`src/rtl/cpu_arb_pkg.sv`:
```
// Shared types and constants for the RAM port-A arbiter and its read-tag pipeline.
package cpu_arb_pkg;

  typedef enum logic [1:0] {
    IDLE = 2'd0,
    OWN0 = 2'd1,
    OWN1 = 2'd2
  } arb_state_t;

  typedef logic req_id_t;

  localparam int      NUM_REQ = 2;
  localparam req_id_t ID_CPU  = 1'b0;
  localparam req_id_t ID_DMA  = 1'b1;

endpackage

```
`src/rtl/rd_tag_pipe.sv`:
```
// Delay line of {valid, requester id} matching the RAM read latency; the last
// stage is decoded into a one-hot read-valid per requester.
module rd_tag_pipe
  import cpu_arb_pkg::*;
#(
  parameter int LATENCY = 2
) (
  input  logic               clk,
  input  logic               rst_n,
  input  logic               i_push_valid,
  input  req_id_t            i_push_id,
  output logic [NUM_REQ-1:0] o_rvalid
);

  logic [LATENCY-1:0] r_vld;
  req_id_t            r_id [LATENCY];

  // NOTE: both valid and id stages are reset; clearing the valids is what drops
  // in-flight reads, and clearing the ids keeps the decode free of X after reset.
  always_ff @(posedge clk or negedge rst_n) begin
    if (!rst_n) begin
      r_vld <= '0;
      for (int i = 0; i < LATENCY; i++) r_id[i] <= ID_CPU;
    end else begin
      r_vld[0] <= i_push_valid;
      r_id[0]  <= i_push_id;
      for (int i = 1; i < LATENCY; i++) begin
        r_vld[i] <= r_vld[i-1];
        r_id[i]  <= r_id[i-1];
      end
    end
  end

  always_comb begin
    o_rvalid = '0;
    o_rvalid[r_id[LATENCY-1]] = r_vld[LATENCY-1];
  end

endmodule

```
`src/rtl/ram_port_arbiter.sv`:
```
// Round-robin owner of RAM port A shared by the CPU load/store path and the
// blitter/DMA engine, with burst cap, ownership lock and tagged read return.
module ram_port_arbiter
  import cpu_arb_pkg::*;
#(
  parameter int ADDR_W       = 16,
  parameter int DATA_W       = 16,
  parameter int READ_LATENCY = 2,
  parameter int MAX_BURST    = 8
) (
  input  logic              clock,
  input  logic              clear,
  input  logic              req0,
  input  logic              req1,
  input  logic              we0,
  input  logic              we1,
  input  logic              lock0,
  input  logic              lock1,
  input  logic [ADDR_W-1:0] addr0,
  input  logic [ADDR_W-1:0] addr1,
  input  logic [DATA_W-1:0] wdata0,
  input  logic [DATA_W-1:0] wdata1,
  output logic              gnt0,
  output logic              gnt1,
  output logic              rvalid0,
  output logic              rvalid1,
  output logic [DATA_W-1:0] rdata0,
  output logic [DATA_W-1:0] rdata1,
  output logic [ADDR_W-1:0] ram_address,
  output logic [DATA_W-1:0] ram_data,
  output logic              ram_wren,
  input  logic [DATA_W-1:0] ram_q
);

  localparam int             CNT_W = 8;
  localparam logic [CNT_W:0] CAP   = (CNT_W + 1)'(MAX_BURST);

  arb_state_t         r_state, w_state_nxt;
  logic [CNT_W-1:0]   r_cnt, w_cnt_nxt;
  req_id_t            r_last, w_last_nxt;
  logic               w_gnt0, w_gnt1, w_acc0, w_acc1;
  logic               w_own_req, w_own_lock, w_oth_req, w_cap;
  arb_state_t         w_oth_state;
  req_id_t            w_oth_id, w_push_id;
  logic [CNT_W:0]     w_cnt_inc;
  logic               w_rd_push;
  logic [NUM_REQ-1:0] w_rvalid;

  assign w_gnt0 = (r_state == OWN0);
  assign w_gnt1 = (r_state == OWN1);
  assign w_acc0 = req0 & w_gnt0;
  assign w_acc1 = req1 & w_gnt1;

  // Owner/other views let one next-state branch serve both OWN states.
  assign w_own_req   = w_gnt1 ? req1  : req0;
  assign w_own_lock  = w_gnt1 ? lock1 : lock0;
  assign w_oth_req   = w_gnt1 ? req0  : req1;
  assign w_oth_state = w_gnt1 ? OWN0  : OWN1;
  assign w_oth_id    = w_gnt1 ? ID_CPU : ID_DMA;

  // The cap is judged on the count including this cycle's access, so the
  // access reaching MAX_BURST is performed and the switch lands on the next edge.
  assign w_cnt_inc = {1'b0, r_cnt} + {{CNT_W{1'b0}}, (w_acc0 | w_acc1)};
  assign w_cap     = (w_cnt_inc >= CAP);

  // NOTE: sequential state uses non-blocking assignments so every register
  // samples pre-edge values regardless of statement order.
  always_ff @(posedge clock or negedge clear) begin
    if (!clear) begin
      r_state <= IDLE;
      r_cnt   <= '0;
      r_last  <= ID_DMA;
    end else begin
      r_state <= w_state_nxt;
      r_cnt   <= w_cnt_nxt;
      r_last  <= w_last_nxt;
    end
  end

  // NOTE: every output of this block gets a default first, so no path can
  // leave one unassigned and infer a latch.
  always_comb begin
    w_state_nxt = r_state;
    w_cnt_nxt   = '0;
    w_last_nxt  = r_last;
    case (r_state)
      IDLE: begin
        if (req0 && req1) begin
          w_state_nxt = (r_last == ID_DMA) ? OWN0 : OWN1;
          w_last_nxt  = (r_last == ID_DMA) ? ID_CPU : ID_DMA;
        end else if (req0) begin
          w_state_nxt = OWN0;
          w_last_nxt  = ID_CPU;
        end else if (req1) begin
          w_state_nxt = OWN1;
          w_last_nxt  = ID_DMA;
        end
      end
      OWN0, OWN1: begin
        if (!w_own_req && !w_own_lock) begin
          if (w_oth_req) begin
            w_state_nxt = w_oth_state;
            w_last_nxt  = w_oth_id;
          end else begin
            w_state_nxt = IDLE;
          end
        end else if (w_cap && !w_own_lock && w_oth_req) begin
          w_state_nxt = w_oth_state;
          w_last_nxt  = w_oth_id;
        end else if (w_cap && !w_oth_req) begin
          w_cnt_nxt = '0;
        end else if (w_cap) begin
          w_cnt_nxt = CNT_W'(MAX_BURST);
        end else begin
          w_cnt_nxt = w_cnt_inc[CNT_W-1:0];
        end
      end
      default: w_state_nxt = IDLE;
    endcase
  end

  always_comb begin
    ram_address = '0;
    ram_data    = '0;
    ram_wren    = 1'b0;
    if (w_acc0) begin
      ram_address = addr0;
      ram_data    = wdata0;
      ram_wren    = we0;
    end else if (w_acc1) begin
      ram_address = addr1;
      ram_data    = wdata1;
      ram_wren    = we1;
    end
  end

  assign w_rd_push = (w_acc0 & ~we0) | (w_acc1 & ~we1);
  assign w_push_id = w_gnt1 ? ID_DMA : ID_CPU;

  rd_tag_pipe #(
    .LATENCY (READ_LATENCY)
  ) u_rd_tag_pipe (
    .clk          (clock),
    .rst_n        (clear),
    .i_push_valid (w_rd_push),
    .i_push_id    (w_push_id),
    .o_rvalid     (w_rvalid)
  );

  assign gnt0    = w_gnt0;
  assign gnt1    = w_gnt1;
  assign rvalid0 = w_rvalid[ID_CPU];
  assign rvalid1 = w_rvalid[ID_DMA];
  assign rdata0  = ram_q;
  assign rdata1  = ram_q;

endmodule
```
`config.mk`:
```
export PLATFORM = sky130hd
export DESIGN_NAME = ram_port_arbiter
export DESIGN_NICKNAME = d
export VERILOG_FILES = /design/src/rtl/cpu_arb_pkg.sv /design/src/rtl/rd_tag_pipe.sv /design/src/rtl/ram_port_arbiter.sv
export SDC_FILE = /design/constraint.sdc
export NUM_CORES = 1
export LEC_CHECK = 0
export CORE_ASPECT_RATIO = 0.75
export CORE_MARGIN = 3
export CORE_UTILIZATION = 29
export CTS_BUF_LIST = sky130_fd_sc_hd__clkbuf_4 sky130_fd_sc_hd__clkbuf_8
export CTS_CLUSTER_DIAMETER = 60
export DETAILED_ROUTE_END_ITERATION = 8
export GPL_ROUTABILITY_DRIVEN = 0
export PLACE_DENSITY = 0.86
export SYNTH_ARGS = -nofsm -noshare
export SYNTH_HDL_FRONTEND = slang
export SYNTH_SLANG_ARGS = --single-unit
```
`constraint.sdc`:
```
create_clock -name clock -period 3.6 [get_ports clock]
set_input_delay 0.72 -clock clock [delete_from_list [all_inputs] [get_ports clock]]
set_output_delay 0.72 -clock clock [all_outputs]
set_load 0.1 [all_outputs]
```
After elaboration in Yosys (flattened, before gate mapping):

Cells that the tools add are included.

* add/subtract/negate cells: 1
* $lt $le $gt $ge: 3
* eq/ne operators: 5
* multiplexer cells: 35
* bitwise operators: 9
* reduce and logical (&&, ||, !) cells: 14

Operator list (count)
* two-way mux 16 bit: 4
* two-way mux 8 bit: 5
* two-way mux 2 bit: 8
* two-way mux 1 bit: 15
* adder 8 x 1 -> 9 bit: 1
* >= comparator 9 x 4 -> 1 bit, second input constant: 1
* logical AND 1 bit: 6
* != test 3 bit, second input constant: 2
* bitwise AND 1 bit: 4
* != test 4 bit, second input constant: 1
* one-hot mux 2 bit (2 select lines): 1
* AND reduction 4 bit: 1
* zero test 1 bit: 3
* bitwise AND 2 bit: 1
* equality test 2 x 1 -> 1 bit, second input constant: 1
* equality test 2 bit, second input constant: 1
* zero test 2 bit: 1
* less-than comparator 1 x 2 -> 1 bit, second input constant: 1
* inverter 1 bit: 2
* OR 1 bit: 2
* one-hot mux 1 bit (2 select lines): 1
* AND reduction 2 bit: 1
* nonzero test 2 bit: 1
* OR reduction 2 bit: 1
* other kinds (2): 2

* bits in registers: 15
* input port bits: 88
* output and inout bits: 69
* word-level logic and storage cells: 73

Longest topological paths before layout:

Gate-level depths: netlist of the first run.

* depth after elaboration: 10
* depth in mapped cells: 13
* depth with buffers taken out: 12

Hierarchy:

From an unflattened synthesis of the first run, not the netlist that was laid out.

* cell total of the unflattened synthesis: 158
* area, all modules: 1425.1 um2

Modules (own cells, without submodules)
* ram_port_arbiter: instances 1, cells an instance 152, area an instance 1308.8 um2, seq. area each 276.5 um2
* rd_tag_pipe: instances 1, cells an instance 6, area an instance 116.4 um2, seq. area each 100.1 um2

Least setup slack after synthesis of the first run:

OpenSTA, ideal clock, no wires.

* path type: register -> output
* start: reg r_state[0]
* end: out ram_address[0]
* data arrival time: 3.036 ns
* path slack: -0.156 ns
* cell stages (with the launch flop): 8
* cell sequence: dfrtp_1 inv_1 ha_1 buf_2 nand2_1 nor2_1 clkbuf_1 a22o_1

* cells in the longest elaborated chain, start to end: 4
* elaborated cells between the ends (all ways): 6
* classes of those cells: eq/ne: 2; mux: 2; bitwise: 2

Ends and longest elaborated chain
* start, declared: RTL line ram_port_arbiter.sv:38 `arb_state_t r_state, w_state_nxt;`
* start signal, assigned: RTL line ram_port_arbiter.sv:74 `r_state <= w_state_nxt;`
* equality test 2 bit: RTL line ram_port_arbiter.sv:50 `assign w_gnt1 = (r_state == OWN1);`
* net gnt1: RTL line ram_port_arbiter.sv:24 `output logic gnt1,`
* bitwise AND 1 bit: RTL line ram_port_arbiter.sv:52 `assign w_acc1 = req1 & w_gnt1;`
* two-way mux 16 bit: RTL line ram_port_arbiter.sv:130 `end else if (w_acc1) begin`
* two-way mux 16 bit: RTL line ram_port_arbiter.sv:126 `if (w_acc0) begin`
* end, declared: RTL line ram_port_arbiter.sv:29 `output logic [ADDR_W-1:0] ram_address,`

The timed path passes the listed nets, and every way through them passes these cells.

Worst setup path after layout of the first run:

* start: in req0
* end: reg r_state[1]

* cells in the longest elaborated chain, start to end: 8
* elaborated cells between the ends (all ways): 19
* classes of those cells: add/sub: 1; order compare: 1; eq/ne: 2; mux: 7; bitwise: 2; reduce/logical: 6

Ends and longest elaborated chain
* start, declared: RTL line ram_port_arbiter.sv:13 `input logic req0,`
* bitwise AND 1 bit: RTL line ram_port_arbiter.sv:51 `assign w_acc0 = req0 & w_gnt0;`
* OR 1 bit: RTL line ram_port_arbiter.sv:63 `assign w_cnt_inc = {1'b0, r_cnt} + {{CNT_W{1'b0}}, (w_acc0 | w_acc1)};`
* adder 8 x 1 -> 9 bit: RTL line ram_port_arbiter.sv:63
* >= comparator 9 x 4 -> 1 bit: RTL line ram_port_arbiter.sv:64 `assign w_cap = (w_cnt_inc >= CAP);`
* logical AND 1 bit (2 in series): RTL line ram_port_arbiter.sv:107 `end else if (w_cap && !w_own_lock && w_oth_req) begin`
* != test 3 bit (no source line)
* AND reduction 2 bit (no source line)

Parallel ways exist; a longest one is shown, timed or not.
A chain may end at the register's enable or synchronous reset.

==> impl_metrics.json, run 1 <==
{
  "startpoint_type": "input port",
  "grt_util_all_layers_pct": 17.74,
  "vias_per_cell": 5.130,
  "finalNetCount": 331,
  "chipWidth_um": 86.31,
  "total_power_mw": 2.119,
  "synthArstFlopShare_pct": 100.0,
  "leakagePower_nw": 1.157,
  "dpl.cell_count": 288,
  "cts_setup_buffers": 0,
  "synth_cells": 157,
  "final_cell_mix": "clkdlybuf4s50_1, buf_12, a22o_2",
  "setup_viol_count_final": 0,
  "drt_iter0_markers": 45,
  "ys_warn_count": 0,
  "drc": 0,
  "wire_per_inst_um": 18.01,
  "crit_type": "in2reg",
  "worstPathArrival_ns": 3.17,
  "start_util_pct": 30.68,
  "worstPathMaxFanout": 6,
  "max-slew-margin-rel_pct": 35.06,
  "htreeDepth": 1,
  "core_area_um2": 4572,
  "grt_overflow_total": 0,
  "multiInputGateArea_um2": 772.0,
  "hold_buffers": 0,
  "cts_resized": 0,
  "vias": 1498,
  "setup_ws_ns": 0.5432,
  "cap_viol_max_count": 0,
  "io_buffers": 108,
  "slew_violations": 0,
  "min_period_over_period_pct": 84.91,
  "hold_path_class": "reg2reg",
  "timing.reg2reg.setup_slack_ns": 0.86,
  "seqCellArea_um2": 376.6,
  "die_height_um": 66.23,
  "dp_hpwl_um": 4395,
  "cts.sinks": 15,
  "synth_seq_cells": 15,
  "seq_area_frac_synth_pct": 26.85,
  "tns_ns": 0,
  "rows": 21,
  "first_pass_iters": 4,
  "cts_buffers": 3,
  "worst_slew_pin_slew_ns": 0.9710,
  "io_pins": 157,
  "grt_pass1_wl_um": 7728,
  "fill_cells": 382,
  "ir_worst_vdd_mv": 0.4572,
  "period_needed_ns": 3.057,
  "insertion_delay_ns": 0.24,
  "final_common_cell": "clkdlybuf4s50_1",
  "wirelength_um": 5258,
  "status": "completed",
  "syn2layout_area_growth_pct": 94.56,
  "grt_pass1_vias": 1557,
  "hold_viol": 0,
  "diodes": 0,
  "cts_tree": "built",
  "cts.clk_slew.worst_paths_ns": 0.06,
  "synth_cell_types": 35,
  "drive_above_1_share_pct": 34.47,
  "antenna_found_initial": 0,
  "pre_cts_ws_ns": 0.3092,
  "cts_buffer_depth": 2,
  "ant_nets": 0,
  "final_cells": 292,
  "p_per_area_nw_per_um2": 776.6,
  "synth_area_um2": 1403,
  "fmax_ghz": 0.3271,
  "skew_ns": 0.0009757,
  "dieArea_um2": 5716,
  "synth-edff-count": 0,
  "crit_path_end_kind": "register",
  "grt_max_degree": 34,
  "avgSynthCellArea_um2": 8.934,
  "critPathRequiredTime_ns": 3.72,
  "synthFlopType": "dfrtp_1",
  "grt_setup_unrepaired": "false",
  "root_buffer": "clkbuf_8"
}
Yosys cell counts, types with 2 or more instances:
master	count	share of area, %
xnor2_1	2	1.2
clkbuf_1	7	1.9
dfrtp_1	14	25
o21ai_0	3	1.1
nor3_1	6	2.1
a22o_1	33	21
nor2_1	7	1.9
mux2_1	3	2.4
and2_1	3	1.3
inv_1	9	2.4
nand3_1	4	1.4
nand2_1	5	1.3
a21oi_1	2	0.71
ha_1	7	6.2
buf_4	32	17
area by class of cell:
cell class / instances / area share (%)
Clock buffer: 4 / 1.788
Inverter: 9 / 1.238
Multi-Input combinational cell: 96 / 28.29
Sequential cell: 15 / 13.80
Tap cell: 57 / 2.613
Timing Repair Buffer: 111 / 52.27
layer usage:
metal | track usage (%) | vias up | part of all wire (%)
li1 | - | 692 | -
met1 | 19.81 | 695 | 36
met2 | 31.06 | 93 | 51
met3 | 6.351 | 18 | 8.7
met4 | 6.615 | 0 | 3.7
met5 | 0 | - | 0
per-stage QoR:
step	util [%]	hold slack [ns]	instance area (um^2)
final	59.69	0.3473	2729
after global routing	59.69	0.3691	2729
after CTS	59.69	0.3495	2729
after detailed placement	58.62	0.3371	2680
after global placement	58.62	0.3357	2680
after floorplan	-	0.3312	1451
sequential cells by signal, summed over array words and instances (netlist names):
| name | count |
|---|---|
| r_state | 2 |
| u_rd_tag_pipe.r_vld | 2 |
| r_last | 1 |
| r_cnt | 8 |
| u_rd_tag_pipe.r_id | 2 |
worst paths after layout:
path	startpoint	endpoint	depth (start not counted)
min in group asynchronous	clear	r_cnt[4]	1
max in group asynchronous	clear	u_rd_tag_pipe.r_vld[0]	1
min reg2reg	u_rd_tag_pipe.r_id[1]	u_rd_tag_pipe.r_id[0]	0
max reg2reg	r_state[0]	r_state[1]	12
max	req0	r_state[1]	11
min	u_rd_tag_pipe.r_id[1]	u_rd_tag_pipe.r_id[0]	0
kinds of logic (layout without fill, tap and decap cells):
kind of cell	Yosys count	after routing	synth area share (%)
xor gates and xnor gates	2	2	1.249
muxes	4	4	3.211
and+or+nand+nor	31	31	11.95
AOI/OAI and AO/OA	48	48	28.46
adders and majority gates	7	7	6.244
buffers and inverters	49	124	21.77
other	1	4	0.2674
DFF	15	15	26.85
power by group:
part / switching (mW) / internal, mW / leakage (nW)
Combinational: 1.11 / 0.630 / 0.941
Sequential: 0.0280 / 0.212 / 0.190
Clock: 0.0519 / 0.0857 / 0.0262
Total: 1.19 / 0.927 / 1.16
critical path: stages:
cell	delay [ns]
clkdlybuf4s50_1	0.55
nand2_1	0.10
nand2_1	0.08
ha_1	0.22
ha_1	0.23
and2_1	0.14
a31o_2	0.15
a31oi_1	0.10
o311a_1	0.39
o21ai_2	0.16
mux2_1	0.35
Power figures use the tool's default switching activity.
==> inputs of run 2 (changes only) <==
CORE_UTILIZATION = 26   (was 29)
PLACE_DENSITY = 0.82   (was 0.86)
clock period = 2.6 ns   (was 3.6 ns; I/O delays follow)
==> impl_metrics.json, run 2 (synthesis results as in run 1) <==
{
  "chipWidth_um": 90.81,
  "setup_viol_count_final": 0,
  "ir_worst_vdd_mv": 0.6339,
  "largest-register": "r_cnt",
  "htreeDepth": 1,
  "cpMaxStageDelayCell": "dfrtp_1",
  "cpPeakStageDelay_ns": 0.40,
  "io_buffers": 108,
  "cts.clk_slew.worst_paths_ns": 0.06,
  "slew_violations": 0,
  "pre_cts_ws_ns": -0.2967,
  "setup_ws_ns": 0.06169,
  "period_needed_ns": 2.538,
  "crit_type": "reg2reg",
  "cp_top_family": "compound AO/OA/AOI/OAI gates",
  "diodes": 0,
  "fmax_ghz": 0.3940,
  "dp_hpwl_um": 4315,
  "worstPathMaxFanout": 4,
  "grt_util_met3_pct": 4.664,
  "vias": 1471,
  "start_util_pct": 27.84,
  "startpoint_type": "register",
  "worstPathArrival_ns": 2.67,
  "grt_pass1_wl_um": 8369,
  "worstPathCellList": "buf_6, ha_4, nand2_4, nand2_4, ha_4, and3_4, a311oi_2, nor3_2, o311a_1, o21ai_2, mux2_4",
  "cts_buffers": 3,
  "drc": 0,
  "antenna_found_initial": 0,
  "cts.sinks": 15,
  "syn2layout_area_growth_pct": 112.6,
  "grt.met1_usage_pct": 18.84,
  "vias_per_cell": 4.655,
  "final_cells": 316,
  "core_area_um2": 5037,
  "p_per_area_nw_per_um2": 1056,
  "grt_max_degree": 34,
  "tns_ns": 0,
  "finalNetCount": 340,
  "insertion_delay_ns": 0.24,
  "die_height_um": 69.61,
  "worst_slew_pin_slew_ns": 0.6539,
  "grtUsageMet2_pct": 30.57,
  "wire_per_inst_um": 17.03,
  "hold_viol": 0,
  "min_period_over_period_pct": 97.63,
  "grt_pass1_vias": 1502,
  "grt_overflow_total": 0,
  "drt_iter0_markers": 64,
  "cts_buffer_depth": 2,
  "post-route-util_pct": 59.19,
  "hold_buffers": 0,
  "ant_nets": 0,
  "critPathRequiredTime_ns": 2.73,
  "busiest_layer": "met2",
  "grt_setup_unrepaired": "true",
  "io_pins": 157,
  "dieArea_um2": 6321,
  "leakagePower_nw": 1.259,
  "dpl.cell_count": 307,
  "max-slew-margin-rel_pct": 56.27,
  "status": "completed",
  "cts_tree": "built",
  "hold_path_class": "reg2reg",
  "root_buffer": "clkbuf_8",
  "cap_viol_max_count": 0,
  "first_pass_iters": 4,
  "final_common_cell": "clkdlybuf4s50_1",
  "skew_ns": 0.0009728,
  "rows": 22,
  "largest_register_ffs": 8,
  "crit_path_end_kind": "register",
  "path_buf_inv": 1,
  "wirelength_um": 5380,
  "grt_util_all_layers_pct": 16.21,
  "final_cell_mix": "clkdlybuf4s50_1, buf_12, a22o_2",
  "drive_above_1_share_pct": 45.08
}
==> run 2: changes by cell type in the layout (fill, tap and decap cells not counted), moves of 3 or more <==
cell and change:
a22o_1 -3, a22o_4 +3, buf_4 +7, clkdlybuf4s50_1 -3, ha_1 -4, ha_4 +4, mux2_1 -3, mux2_4 +3
nand2_1 -3
==> run 2: layout make-up <==
class | count | area, um^2
clock buffer | 4 | 48.80
inverter | 9 | 33.78
timing repair buffer | 120 | 1521
multi-input combinational | 96 | 909.6
fill | 430 | 2056
tap | 72 | 90.09
sequential | 15 | 377.9
==> run 2: worst paths after layout <==
kind	depth (start not counted)	startpoint	slack, ns	endpoint
worst min-delay path	0	u_rd_tag_pipe.r_vld[0]	0.35	u_rd_tag_pipe.r_vld[1]
worst max register to register	11	r_state[1]	0.06	r_state[0]
worst max-delay path	11	r_state[1]	0.06	r_state[0]
worst min register to register	0	u_rd_tag_pipe.r_vld[0]	0.35	u_rd_tag_pipe.r_vld[1]
min in group asynchronous	1	clear	0.68	r_state[1]
max in group asynchronous	1	clear	1.47	r_state[0]
==> run 2: repair_timing <==
item,4_1_cts,5_1_grt
pin swaps,3,3
resized for setup,5,9
buffers inserted,2,3
setup endpoints to repair,3,3
==> run 2: stage by stage <==
stage | hold WS, ns | power, mW | area [um^2]
6_report | 0.3466 | 3.148 | 2982
3_5_place_dp | 0.3356 | 2.852 | 2841
2_1_floorplan | 0.2244 | 2.238 | 1548
3_3_place_gp | 0.3316 | 2.826 | 2841
5_1_grt | 0.3604 | 3.253 | 2982
4_1_cts | 0.3497 | 3.117 | 2920
==> run 2: metal layers <==
metal	part of all wire, %	vias up	wire, um
met5	0	-	0
met4	0	0	0
met3	6.0	0	325
met2	54	48	2915
met1	40	713	2139
li1	-	710	-
==> run 2: power by group <==
group / total [mW] / switching [mW] / internal (mW)
sequential: 0.339 / 0.0447 / 0.294
combinational: 2.61 / 1.60 / 1.02
clock: 0.197 / 0.0779 / 0.119
